--- src/rtl/vga_pkg.sv ---
// Shared timing constants and capture state encoding for the VGA capture path.
// Defaults describe 800x600@60 with a 40 MHz pixel clock.
package vga_pkg;

    localparam int H_TOTAL  = 1056;
    localparam int V_TOTAL  = 628;
    localparam int H_ACTIVE = 800;
    localparam int V_ACTIVE = 600;
    localparam int CW       = 11;
    localparam int FW       = 8;

    typedef enum logic [1:0] {
        IDLE,
        ARM,
        CAPTURE,
        DONE
    } cap_state_t;

endpackage

--- src/rtl/vga_pos_tracker.sv ---
// Free-running expected raster position, realigned on a frame boundary while armed,
// compared against the timing generator's counters.
module vga_pos_tracker #(
    parameter int H_TOTAL = vga_pkg::H_TOTAL,
    parameter int V_TOTAL = vga_pkg::V_TOTAL,
    parameter int CW      = vga_pkg::CW
) (
    input  logic          clk,
    input  logic          rst_n,
    input  logic          load,
    input  logic [CW-1:0] hcount_in,
    input  logic [CW-1:0] vcount_in,
    output logic          mismatch,
    output logic          fb,
    output logic          fe,
    output logic          out_of_range
);

    localparam logic [CW-1:0] H_LAST = CW'(H_TOTAL - 1);
    localparam logic [CW-1:0] V_LAST = CW'(V_TOTAL - 1);

    logic [CW-1:0] exp_h;
    logic [CW-1:0] exp_v;
    logic [CW-1:0] base_h;
    logic [CW-1:0] base_v;
    logic [CW-1:0] nxt_h;
    logic [CW-1:0] nxt_v;

    assign fb = (hcount_in == '0) && (vcount_in == '0);
    assign fe = (hcount_in == H_LAST) && (vcount_in == V_LAST);

    // Extra bit keeps the bound compare correct even when H_TOTAL fills the counter width.
    assign out_of_range = ({1'b0, hcount_in} >= (CW+1)'(H_TOTAL)) ||
                          ({1'b0, vcount_in} >= (CW+1)'(V_TOTAL));

    assign mismatch = (hcount_in != exp_h) || (vcount_in != exp_v);

    always_comb begin
        base_h = exp_h;
        base_v = exp_v;
        if (load && fb) begin
            base_h = '0;
            base_v = '0;
        end
        nxt_h = base_h + 1'b1;
        nxt_v = base_v;
        if (base_h == H_LAST) begin
            nxt_h = '0;
            nxt_v = (base_v == V_LAST) ? '0 : base_v + 1'b1;
        end
    end

    always_ff @(posedge clk) begin
        if (!rst_n) begin
            exp_h <= '0;
            exp_v <= '0;
        end else begin
            exp_h <= nxt_h;
            exp_v <= nxt_v;
        end
    end

endmodule

--- src/rtl/vga_capture_ctrl.sv ---
// Frame capture sequencer: arms on start, aligns to the next frame boundary and
// gates N whole frames, aborting on any raster inconsistency.
//
// state   | meaning
// IDLE    | waiting for start; frames_left held at 0
// ARM     | request latched, waiting for hcount/vcount = (0,0)
// CAPTURE | gating pixels, raster checked against the expected position every cycle
// DONE    | last frame finished; issues the done pulse and returns to IDLE
module vga_capture_ctrl #(
    parameter int H_TOTAL  = vga_pkg::H_TOTAL,
    parameter int V_TOTAL  = vga_pkg::V_TOTAL,
    parameter int H_ACTIVE = vga_pkg::H_ACTIVE,
    parameter int V_ACTIVE = vga_pkg::V_ACTIVE,
    parameter int CW       = vga_pkg::CW,
    parameter int FW       = vga_pkg::FW
) (
    input  logic          clk,
    input  logic          rst_n,
    input  logic          start,
    input  logic [FW-1:0] num_frames,
    input  logic          abort,
    input  logic [CW-1:0] hcount_in,
    input  logic [CW-1:0] vcount_in,
    output logic          go,
    output logic          pix_valid,
    output logic          frame_start,
    output logic          frame_done,
    output logic          busy,
    output logic          done,
    output logic [FW-1:0] frames_left,
    output logic          sync_err
);

    import vga_pkg::*;

    cap_state_t    state;
    cap_state_t    state_nxt;
    logic [FW-1:0] frames_left_nxt;
    logic [FW-1:0] req_frames;
    logic          sync_err_nxt;
    logic          frame_start_nxt;
    logic          frame_done_nxt;
    logic          done_nxt;
    logic          active_px;
    logic          mismatch;
    logic          fb;
    logic          fe;
    logic          out_of_range;

    vga_pos_tracker #(
        .H_TOTAL (H_TOTAL),
        .V_TOTAL (V_TOTAL),
        .CW      (CW)
    ) u_pos_tracker (
        .clk          (clk),
        .rst_n        (rst_n),
        .load         (state == ARM),
        .hcount_in    (hcount_in),
        .vcount_in    (vcount_in),
        .mismatch     (mismatch),
        .fb           (fb),
        .fe           (fe),
        .out_of_range (out_of_range)
    );

    assign req_frames = (num_frames == '0) ? FW'(1) : num_frames;
    assign active_px  = ({1'b0, hcount_in} < (CW+1)'(H_ACTIVE)) &&
                        ({1'b0, vcount_in} < (CW+1)'(V_ACTIVE));

    always_comb begin
        state_nxt       = state;
        frames_left_nxt = frames_left;
        sync_err_nxt    = sync_err;
        frame_start_nxt = 1'b0;
        frame_done_nxt  = 1'b0;
        done_nxt        = 1'b0;
        if (abort) begin
            state_nxt       = IDLE;
            frames_left_nxt = '0;
        end else begin
            case (state)
                IDLE: begin
                    if (start) begin
                        state_nxt       = ARM;
                        frames_left_nxt = req_frames;
                        sync_err_nxt    = 1'b0;
                    end
                end
                ARM: begin
                    // Garbage counters before alignment only flag the error; arming continues.
                    if (out_of_range) begin
                        sync_err_nxt = 1'b1;
                    end else if (fb) begin
                        state_nxt       = CAPTURE;
                        frame_start_nxt = 1'b1;
                    end
                end
                CAPTURE: begin
                    if (mismatch || out_of_range) begin
                        state_nxt       = IDLE;
                        sync_err_nxt    = 1'b1;
                        frames_left_nxt = '0;
                    end else if (fe) begin
                        frame_done_nxt = 1'b1;
                        if (frames_left <= FW'(1)) begin
                            state_nxt       = DONE;
                            frames_left_nxt = '0;
                        end else begin
                            frames_left_nxt = frames_left - 1'b1;
                        end
                    end else if (fb) begin
                        frame_start_nxt = 1'b1;
                    end
                end
                DONE: begin
                    state_nxt = IDLE;
                    done_nxt  = 1'b1;
                end
                default: begin
                    state_nxt       = IDLE;
                    frames_left_nxt = '0;
                end
            endcase
        end
    end

    always_ff @(posedge clk) begin
        if (!rst_n) begin
            state       <= IDLE;
            go          <= 1'b0;
            busy        <= 1'b0;
            pix_valid   <= 1'b0;
            frame_start <= 1'b0;
            frame_done  <= 1'b0;
            done        <= 1'b0;
            frames_left <= '0;
            sync_err    <= 1'b0;
        end else begin
            state       <= state_nxt;
            go          <= (state_nxt == CAPTURE);
            busy        <= (state_nxt == ARM) || (state_nxt == CAPTURE);
            pix_valid   <= (state_nxt == CAPTURE) && active_px;
            frame_start <= frame_start_nxt;
            frame_done  <= frame_done_nxt;
            done        <= done_nxt;
            frames_left <= frames_left_nxt;
            sync_err    <= sync_err_nxt;
        end
    end

endmodule

--- config.mk ---
export PLATFORM = sky130hd
export DESIGN_NAME = vga_capture_ctrl
export DESIGN_NICKNAME = d
export VERILOG_FILES = /design/src/rtl/vga_pkg.sv /design/src/rtl/vga_pos_tracker.sv /design/src/rtl/vga_capture_ctrl.sv
export SDC_FILE = /design/constraint.sdc
export NUM_CORES = 1
export LEC_CHECK = 0
export ABC_AREA = 1
export ABC_CLOCK_PERIOD_IN_PS = 2700
export BUFFER_PORTS_ARGS = -buffer_cell sky130_fd_sc_hd__buf_2
export CORE_MARGIN = 4
export CORE_UTILIZATION = 50
export DETAILED_ROUTE_END_ITERATION = 10
export GPL_ROUTABILITY_DRIVEN = 1
export PLACE_DENSITY = 0.83
export SLEW_MARGIN = 20
export SYNTH_ARGS = -nofsm -noshare
export SYNTH_HDL_FRONTEND = slang
export SYNTH_HIERARCHICAL = 1
export SYNTH_SLANG_ARGS = --single-unit
--- constraint.sdc ---
create_clock -name clk -period 2.7 [get_ports clk]
set_input_delay 0.135 -clock clk [delete_from_list [all_inputs] [get_ports clk]]
set_output_delay 0.135 -clock clk [all_outputs]
set_load 0.02 [all_outputs]
* After elaboration in Yosys (flattened, before gate mapping) *
Index checks and enable logic that the tools add are counted.

word-level totals
  latch bits = 0
  input port bits = 34
  memories = 0
  memory bits (writable) = 0
  register bits = 39
  output and inout port bits = 15
  ROM bits = 0

operators by class
  div/mod/pow operators = 0
  shift operators = 0
  $add $sub $neg = 3
  reduce and logical (&&, ||, !) cells = 20
  equality and inequality tests = 15
  mux-type cells = 29
  magnitude comparators = 5
  bitwise logic cells = 3
  multiply operators = 0

operators with widths
  cell                                                                 count
  two-way mux 11 bit                                                   4
  two-way mux 8 bit                                                    5
  adder 11 x 1 -> 11 bit, second input constant                        2
  equality test 11 x 10 -> 1 bit, second input constant                2
  equality test 11 bit, second input constant                          2
  zero test 11 bit                                                     2
  less-than comparator 11 x 10 -> 1 bit, second input constant         2
  != test 11 bit                                                       2
  case mux 8 bit (2 select lines)                                      1
  two-way mux 2 bit                                                    7
  greater-or-equal comparator 11 x 10 -> 1 bit, second input constant  1
  greater-or-equal comparator 11 bit, second input constant            1
  two-way mux 1 bit                                                    9
  less-or-equal comparator 8 x 1 -> 1 bit, second input constant       1
  zero test 8 bit                                                      1
  case mux 2 bit (4 select lines)                                      1
  subtractor 8 x 1 -> 8 bit, second input constant                     1
  equality test 2 bit, second input constant                           3
  != test 2 bit, second input constant                                 3
  logical AND 1 bit                                                    5
  AND reduction 5 bit                                                  1
  equality test 2 x 1 -> 1 bit, second input constant                  2
  logical OR 1 bit                                                     4
  OR reduction 2 bit                                                   2
  other kinds (9)                                                      11

* Longest topological paths before layout *
Gate-level depths: netlist of the first run.

  word-level depth = 8
  mapped depth = 19

* Modules after synthesis *
Netlist of the first run, hierarchy kept.

modules (own cells, without submodules)
  module            sequential area each (sq um)  instances  cells an instance  area each (sq um)
  vga_pos_tracker   440.4                         1          297                1775.5
  vga_capture_ctrl  340.3                         1          171                1121.1

* Worst setup path before layout of the first run *
No wires, ideal clock.

  kind = register to register
  from = register u_pos_tracker.exp_h[6]
  to = register pix_valid
  period minus slack after synthesis = 2.174 ns
  path buffers = 0
  setup slack = 0.526 ns
  data arrival time = 2.104 ns
  data required time = 2.630 ns
  setup time = 0.070 ns
  cell stages (with the launch flop) = 20
  cell sequence = dfxtp_1 > inv_1 > or2_2 > o21ai_0 > a211oi_1 > nand2_1 > nor4_1 > nand4_1 > inv_1 > nand3_1 > nor2_1 > nand2_1 > nand4_1 > nand2_1 > nor2_1 > ha_1 > nand2_1 > nor3_1 > o21ai_0 > a21oi_1

on the way
  cells in the longest elaborated chain, start to end = 8

ends and longest elaborated chain
  element                          line                     RTL
  start, declared                  vga_pos_tracker.sv:22    logic [CW-1:0] exp_h;
  start signal, assigned           vga_pos_tracker.sv:58    exp_h <= nxt_h;
  != test 11 bit                   vga_pos_tracker.sv:36    assign mismatch = (hcount_in != exp_h) || (vcount_in != exp_v);
  logical OR 1 bit                 vga_pos_tracker.sv:36
  via mismatch                     vga_capture_ctrl.sv:45   logic mismatch;
  logical OR 1 bit                 vga_capture_ctrl.sv:99   if (mismatch || out_of_range) begin
  two-way mux 2 bit                vga_capture_ctrl.sv:99
  case mux 2 bit (4 select lines)  vga_capture_ctrl.sv:81   case (state)
  two-way mux 2 bit                vga_capture_ctrl.sv:77   if (abort) begin
  via state_nxt[1]                 vga_capture_ctrl.sv:37   cap_state_t state_nxt;
  equality test 2 bit              vga_capture_ctrl.sv:142  pix_valid <= (state_nxt == CAPTURE) && active_px;
  logical AND 1 bit                vga_capture_ctrl.sv:142
  end signal, assigned             vga_capture_ctrl.sv:142
  end, declared                    vga_capture_ctrl.sv:25   output logic pix_valid,

The timed path passes the listed nets, and every way through them passes these cells.
A chain may end at the register's enable or synchronous reset.

* Worst setup path after layout of the first run *
Same ends and word-level chain as after synthesis.

==> flow_summary_export.csv, run 1 <==
group,metric,value,unit
status,status,"finished clean",
floorplan,die_area,7070,um^2
final_layout,stdcell_count,596,
final_layout,final_cell_mix,"nand2_1, nor2_1, inv_1",
final_layout,fin_nets,566,
worst_setup_path,cp_num_buf_inv,2,
synth,synth-adder-area-share,3.89,%
final_layout,insertedDiodeCount,0,
routing,routed_wl,8050,um
grt,grt_max_degree,27,
timing,worstMarginPinSlew,447,ps
synth,syn_inst,468,
final_layout,regArea,782,um^2
routing,routed-via-count,3258,
synth,synthFlopType,"dfxtp_1",
synth,synth_top_family_by_area,"simple AND/OR/NAND/NOR gates",
synth,synth-edff-count,0,
floorplan,io_pins,49,
worst_setup_path,end_kind,"register",
routing,via_per_inst,5.47,
worst_setup_path,critPathMaxStageDelay,320,ps
timing,rsz0062_at_grt,"true",
floorplan,die_w,84.1,um
synth,syn_area_per_cell,6.19,um^2
worst_setup_path,arrival,2780,ps
hold_path,hold_end,"pix_valid",
timing,fmax,0.393,GHz
power,combPwrFrac,20.4,%
placement,post-place-ws,147,ps
synth,synthesis.area,2900,um^2
worst_setup_path,r2r_setup_slack,160,ps
placement,gp_congestion,0.940,
worst_setup_path,critPathKind,"reg -> reg",
hold_path,hold_path_depth,2,
worst_setup_path,cp_cell_sequence,"inv_2, or2_4, o21ai_2, a211oi_2, nand2_1, nor4_2, nand4_1, inv_2, nand3_4, nor2_2, nand2_1, nand4_1, nand2_2, nor2_2, ha_2, nand2_2, nor3_2, o21ai_1, a21oi_1",
power,internal_power,0.922,mW
synth,muxShareOfSynthArea,0,%
clock_network,clk_latency,300,ps
synth,seq_area_frac_synth,27.0,%
synth,ys_seq_elements,39,
placement,port_buffers,48,
routing,drc,0,
hold_path,holdCritPathClass,"in -> reg",
grt,antenna_found_initial,0,
clock_network,clkTransAtPathRegs,70,ps
timing,slew_headroom,70.2,%
power,cellLeakagePower,1.47,nW
synth,yosys_warnings,6,
placement,post-place-cells,586,
final_layout,fillers,535,
routing,antenna_left,0,
grt,grt_overflow,0,
power,swShare,30.1,%
final_layout,area_growth,16.5,%
clock_network,cts_buffers,5,
clock_network,htreeDepth,2,
clock_network,root_buffer,"clkbuf_8",
synth,synthArstFlopShare,0,%
floorplan,start_util,52.0,%
final_layout,final_common_cell,"nand2_1",
hold_path,hold_start,"vcount_in[9]",
power,design_power_total,1.32,mW
synth,ys_types,38,
timing,finalCritPeriodShare,94.2,%
routing,drt_first_iter_violations,242,
timing,setup_violations,0,
grt,grt_pass1_vias,2977,
worst_setup_path,reg2reg_to,"pix_valid",
worst_setup_path,required,2930,ps
power,cellPowerDensity,391,nW/um^2
floorplan,core.rowCount,27,
final_layout,multiInputGateArea,1890,um^2
power,p_clk_share,33.5,%
placement,dp_hpwl,6030,um
worst_setup_path,critical_path.top_delay_family,"simple AND/OR/NAND/NOR gates",
job,max-cap-violations,0,
synth,synth_xor_area_share,2.72,%
synth,synthSimpleGateAreaFrac,44.6,%
synth,syn_nets,511,
timing,hold-worst-slack,112,ps
power,seqPwrFrac,46.1,%
grt,grt_pass1_wl,13000,um
floorplan,core_area,5570,um^2
worst_setup_path,crit_slowest_cell,"dfxtp_2",
floorplan,die_y,84.1,um
clock_network,cts_tree,"built",
synth,synth-compound-area-share,12.5,%
clock_network,ctsHoldBuffers,0,
worst_setup_path,path_max_fanout,5,
final_layout,fin_util,60.6,%
timing,fin_crit,2540,ps
worst_setup_path,rr_worst_depth,19,
final_layout,layout-drive-gt1-share,21.2,%
routing,drt_pre_antenna_iters,6,
worst_setup_path,r2r_start,"u_pos_tracker/exp_h[6]",
clock_network,clock_tree.buffer_depth,2,
timing,layout_setup_ws,157,ps
timing,slew_viol_final,0,
clock_network,cts_sinks,39,
power,p_sw,0.396,mW
power,peakVddDrop,271,uV
worst_setup_path,cp-start-kind,"register",
routing,avgRoutedWirePerCell,13.5,um
timing,hold_viol,0,
grt,grtUsageTotal,22.2,%
timing,fin_skew,6.57,ps
[metal layers]
| metal | GRT usage (%) | share of wire (%) |
|---|---|---|
| met2 | 36.2 | 47 |
| met3 | 3.95 | 7.3 |
| met5 | 0 | 0 |
| met4 | 9.36 | 2.8 |
| met1 | 28.7 | 43 |
[power groups by stage]
stage | combinational [mW] | sequential [mW] | clock (mW)
2_1_floorplan | 0.157 | 0.631 | 0
3_3_place_gp | 0.250 | 0.621 | 0
3_5_place_dp | 0.255 | 0.621 | 0
4_1_cts | 0.257 | 0.608 | 0.452
5_1_grt | 0.297 | 0.610 | 0.477
6_report | 0.268 | 0.608 | 0.441
[registers in the layout, indices dropped and copies added (netlist names)]
| register | cells |
|---|---|
| busy | 1 |
| done | 1 |
| frame_done | 1 |
| frame_start | 1 |
| frames_left | 8 |
| go | 1 |
| pix_valid | 1 |
| state | 2 |
| sync_err | 1 |
| u_pos_tracker/exp_h | 11 |
| u_pos_tracker/exp_v | 11 |
[layout make-up]
cell class                      instances  share of cell area [%]
Clock buffer                            8                    2.97
Inverter                               61                    6.93
Multi-Input combinational cell        363                    56.0
Sequential cell                        39                    23.2
Tap cell                               72                    2.67
Timing Repair Buffer                   53                    8.23
[metrics by stage]
step                cell area [um^2]  TNS, ps
global placement                3210        0
global route                    3380    -76.5
CTS                             3310        0
finish                          3380        0
detailed placement              3210        0
floorplan                       2900        0
[cells by family (layout without fill, tap and decap cells)]
kind of cell	after synthesis	count (layout)
compound gates	67	67
xor+xnor	9	9
fa+ha+maj	9	9
buf+inv	66	122
flops	39	39
simple gates	278	278
[cell usage after synthesis, types with 2 or more instances]
library cell  instances  area share (%)
a21oi_1              31             5.4
buf_2                 3            0.52
buf_6                 2            0.78
dfxtp_1              39              27
ha_1                  9             3.9
inv_1                56             7.3
inv_2                 3            0.39
inv_4                 2            0.43
nand2_1              94              12
nand2_2               7             1.5
nand2_4               3             1.2
nand3_1              33             5.7
nand3b_1              4             1.0
nand4_1              12             2.6
nor2_1               92              12
nor2_2                5             1.1
nor2_4                4             1.6
nor3_1                5            0.86
nor4_1                5             1.1
o21ai_0              17             2.9
o21ai_1              10             1.7
or2_2                 9             1.9
xnor2_1               5             1.5
xor2_1                4             1.2
[worst max path at each step]
stage	cells past startpoint	endpoint	slack, ps	startpoint
floorplan	19	pix_valid	530	u_pos_tracker/exp_h[6]
global placement	19	pix_valid	300	u_pos_tracker/exp_h[6]
detailed placement	19	pix_valid	150	u_pos_tracker/exp_h[6]
CTS	19	pix_valid	130	u_pos_tracker/exp_h[6]
global route	19	pix_valid	-80	u_pos_tracker/exp_h[6]
finish	19	pix_valid	160	u_pos_tracker/exp_h[6]
[repair_timing]
item	in CTS	in global routing
buffers inserted	0	2
setup endpoints to repair	0	1
gates resized for setup	0	17
(Power assumes the default switching activity.)
==> run 2: changes to the inputs <==
==> constraint.sdc (replaced) <==
create_clock -name clk -period 2.7 [get_ports clk]
set_input_delay 0.27 -clock clk [delete_from_list [all_inputs] [get_ports clk]]
set_output_delay 0.27 -clock clk [all_outputs]
set_load 0.02 [all_outputs]
==> flow_summary_export.csv, run 2 (synthesis results as in run 1) <==
group,metric,value,unit
routing,wl_met3,492,um
worst_setup_path,crit_slowest_cell,"dfxtp_1",
final_layout,top_regs,"u_pos_tracker/exp_h: 11 flops, u_pos_tracker/exp_v: 11 flops, frames_left: 8 flops",
power,p_sw,0.385,mW
clock_network,cts_sinks,39,
grt,grtUsageTotal,22.1,%
placement,dp_hpwl,6130,um
final_layout,layout-drive-gt1-share,19.2,%
timing,hold_viol,0,
placement,post-place-ws,202,ps
power,combPwrFrac,21.0,%
clock_network,root_buffer,"clkbuf_8",
clock_network,clk_latency,300,ps
final_layout,insertedDiodeCount,0,
worst_setup_path,critPathMaxStageDelay,400,ps
routing,routed-via-count,3187,
final_layout,fin_nets,565,
routing,via_per_inst,5.37,
grt,grt_pass1_vias,2861,
floorplan,core.rowCount,27,
timing,fin_crit,2450,ps
final_layout,final_common_cell,"nand2_1",
timing,fin_skew,6.60,ps
hold_path,holdCritPathClass,"in -> reg",
power,cellLeakagePower,1.45,nW
routing,drt_first_iter_violations,213,
final_layout,area_growth,14.3,%
timing,layout_setup_ws,254,ps
timing,hold-worst-slack,241,ps
timing,slew_headroom,69.1,%
timing,setup_violations,0,
floorplan,die_y,84.1,um
final_layout,final_cell_mix,"nand2_1, nor2_1, inv_1",
routing,drt_pre_antenna_iters,5,
routing,wl_met2,3620,um
worst_setup_path,critPathKind,"reg -> reg",
power,internal_power,0.856,mW
worst_setup_path,path_max_fanout,14,
floorplan,die_area,7070,um^2
floorplan,start_util,52.0,%
worst_setup_path,critical_path.top_delay_family,"simple AND/OR/NAND/NOR gates",
routing,drt-met1-wl,3610,um
grt,grt_max_degree,16,
routing,antenna_left,0,
worst_setup_path,end_kind,"register",
timing,finalCritPeriodShare,90.6,%
worst_setup_path,cp_num_buf_inv,3,
grt,grt_pass1_wl,13000,um
power,peakVddDrop,302,uV
clock_network,cts_tree,"built",
floorplan,io_pins,49,
routing,avgRoutedWirePerCell,13.2,um
final_layout,fillers,567,
clock_network,clkTransAtPathRegs,70,ps
timing,worstMarginPinSlew,459,ps
job,max-cap-violations,0,
floorplan,core_area,5570,um^2
worst_setup_path,cp-start-kind,"register",
routing,drc,0,
worst_setup_path,cp_cell_sequence,"inv_1, ha_1, nand4_4, inv_2, buf_4, nor2_1, ha_1, nand2_1, nand3b_1, nor2_1, nand3_1, nor2_1, nor2_1, nor2_1",
clock_network,postCtsSetupRepairBufs,0,
power,seqPwrFrac,49.0,%
worst_setup_path,required,2930,ps
power,cellPowerDensity,375,nW/um^2
routing,routed.top_layer,"met4",
status,status,"finished clean",
routing,routed_wl,7850,um
placement,gp_congestion,0.976,
worst_setup_path,arrival,2680,ps
timing,fmax,0.409,GHz
grt,antenna_found_initial,0,
clock_network,cts_buffers,5,
timing,slew_viol_final,0,
floorplan,die_w,84.1,um
power,p_clk_share,30.0,%
worst_setup_path,path_common_cell,"nor2_1",
clock_network,htreeDepth,2,
placement,port_buffers,48,
grt,grt_overflow,0,
power,swShare,31.0,%
clock_network,clock_tree.buffer_depth,2,
[run 2: worst paths after layout]
| kind | start | to | slack, ps | depth (start not counted) |
|---|---|---|---|---|
| worst min register to register | sync_err | sync_err | 520 | 2 |
| worst max register to register | state[1] | u_pos_tracker/exp_v[10] | 250 | 14 |
| worst max-delay path | state[1] | u_pos_tracker/exp_v[10] | 250 | 14 |
| worst min-delay path | vcount_in[9] | pix_valid | 240 | 2 |
[run 2: cell type report]
class | count | area (um^2) | share of cell area (%)
Sequential cell | 39 | 781 | 23.6
Tap cell | 72 | 90.1 | 2.72
Timing Repair Buffer | 52 | 270 | 8.17
Multi-Input combinational cell | 363 | 1860 | 56.1
Inverter | 61 | 234 | 7.07
Clock inverter | 1 | 7.51 | 0.227
Clock buffer | 5 | 68.8 | 2.08
[run 2: power by group through the flow]
stage | Combinational, mW | Clock [mW] | Sequential [mW]
final | 0.260 | 0.372 | 0.608
after global routing | 0.289 | 0.413 | 0.611
after CTS | 0.256 | 0.385 | 0.608
after detailed placement | 0.254 | 0 | 0.621
after global placement | 0.251 | 0 | 0.621
after floorplan | 0.157 | 0 | 0.631
[run 2: repair_timing]
action	4_1_cts	5_1_grt
endpoints found under the setup margin	0	1
hold buffers	0	0
resized for setup	0	4
[run 2: metal layers]
layer  vias up  track usage, %
li1       1617               -
met1      1441            30.0
met2       117            35.9
met3        12            3.85
met4         0            6.14
met5         -               0
[run 2: per-stage QoR]
stage          TNS [ps]  instances  utilization, %  power, mW  cell area, um^2
2_1_floorplan         0        468               -      0.789             2900
3_3_place_gp          0        587            57.8      0.872             3220
3_5_place_dp          0        587            57.8      0.876             3220
4_1_cts               0        593            59.1       1.25             3300
5_1_grt           -4.38        593            59.4       1.31             3310
6_report              0        593            59.4       1.24             3310
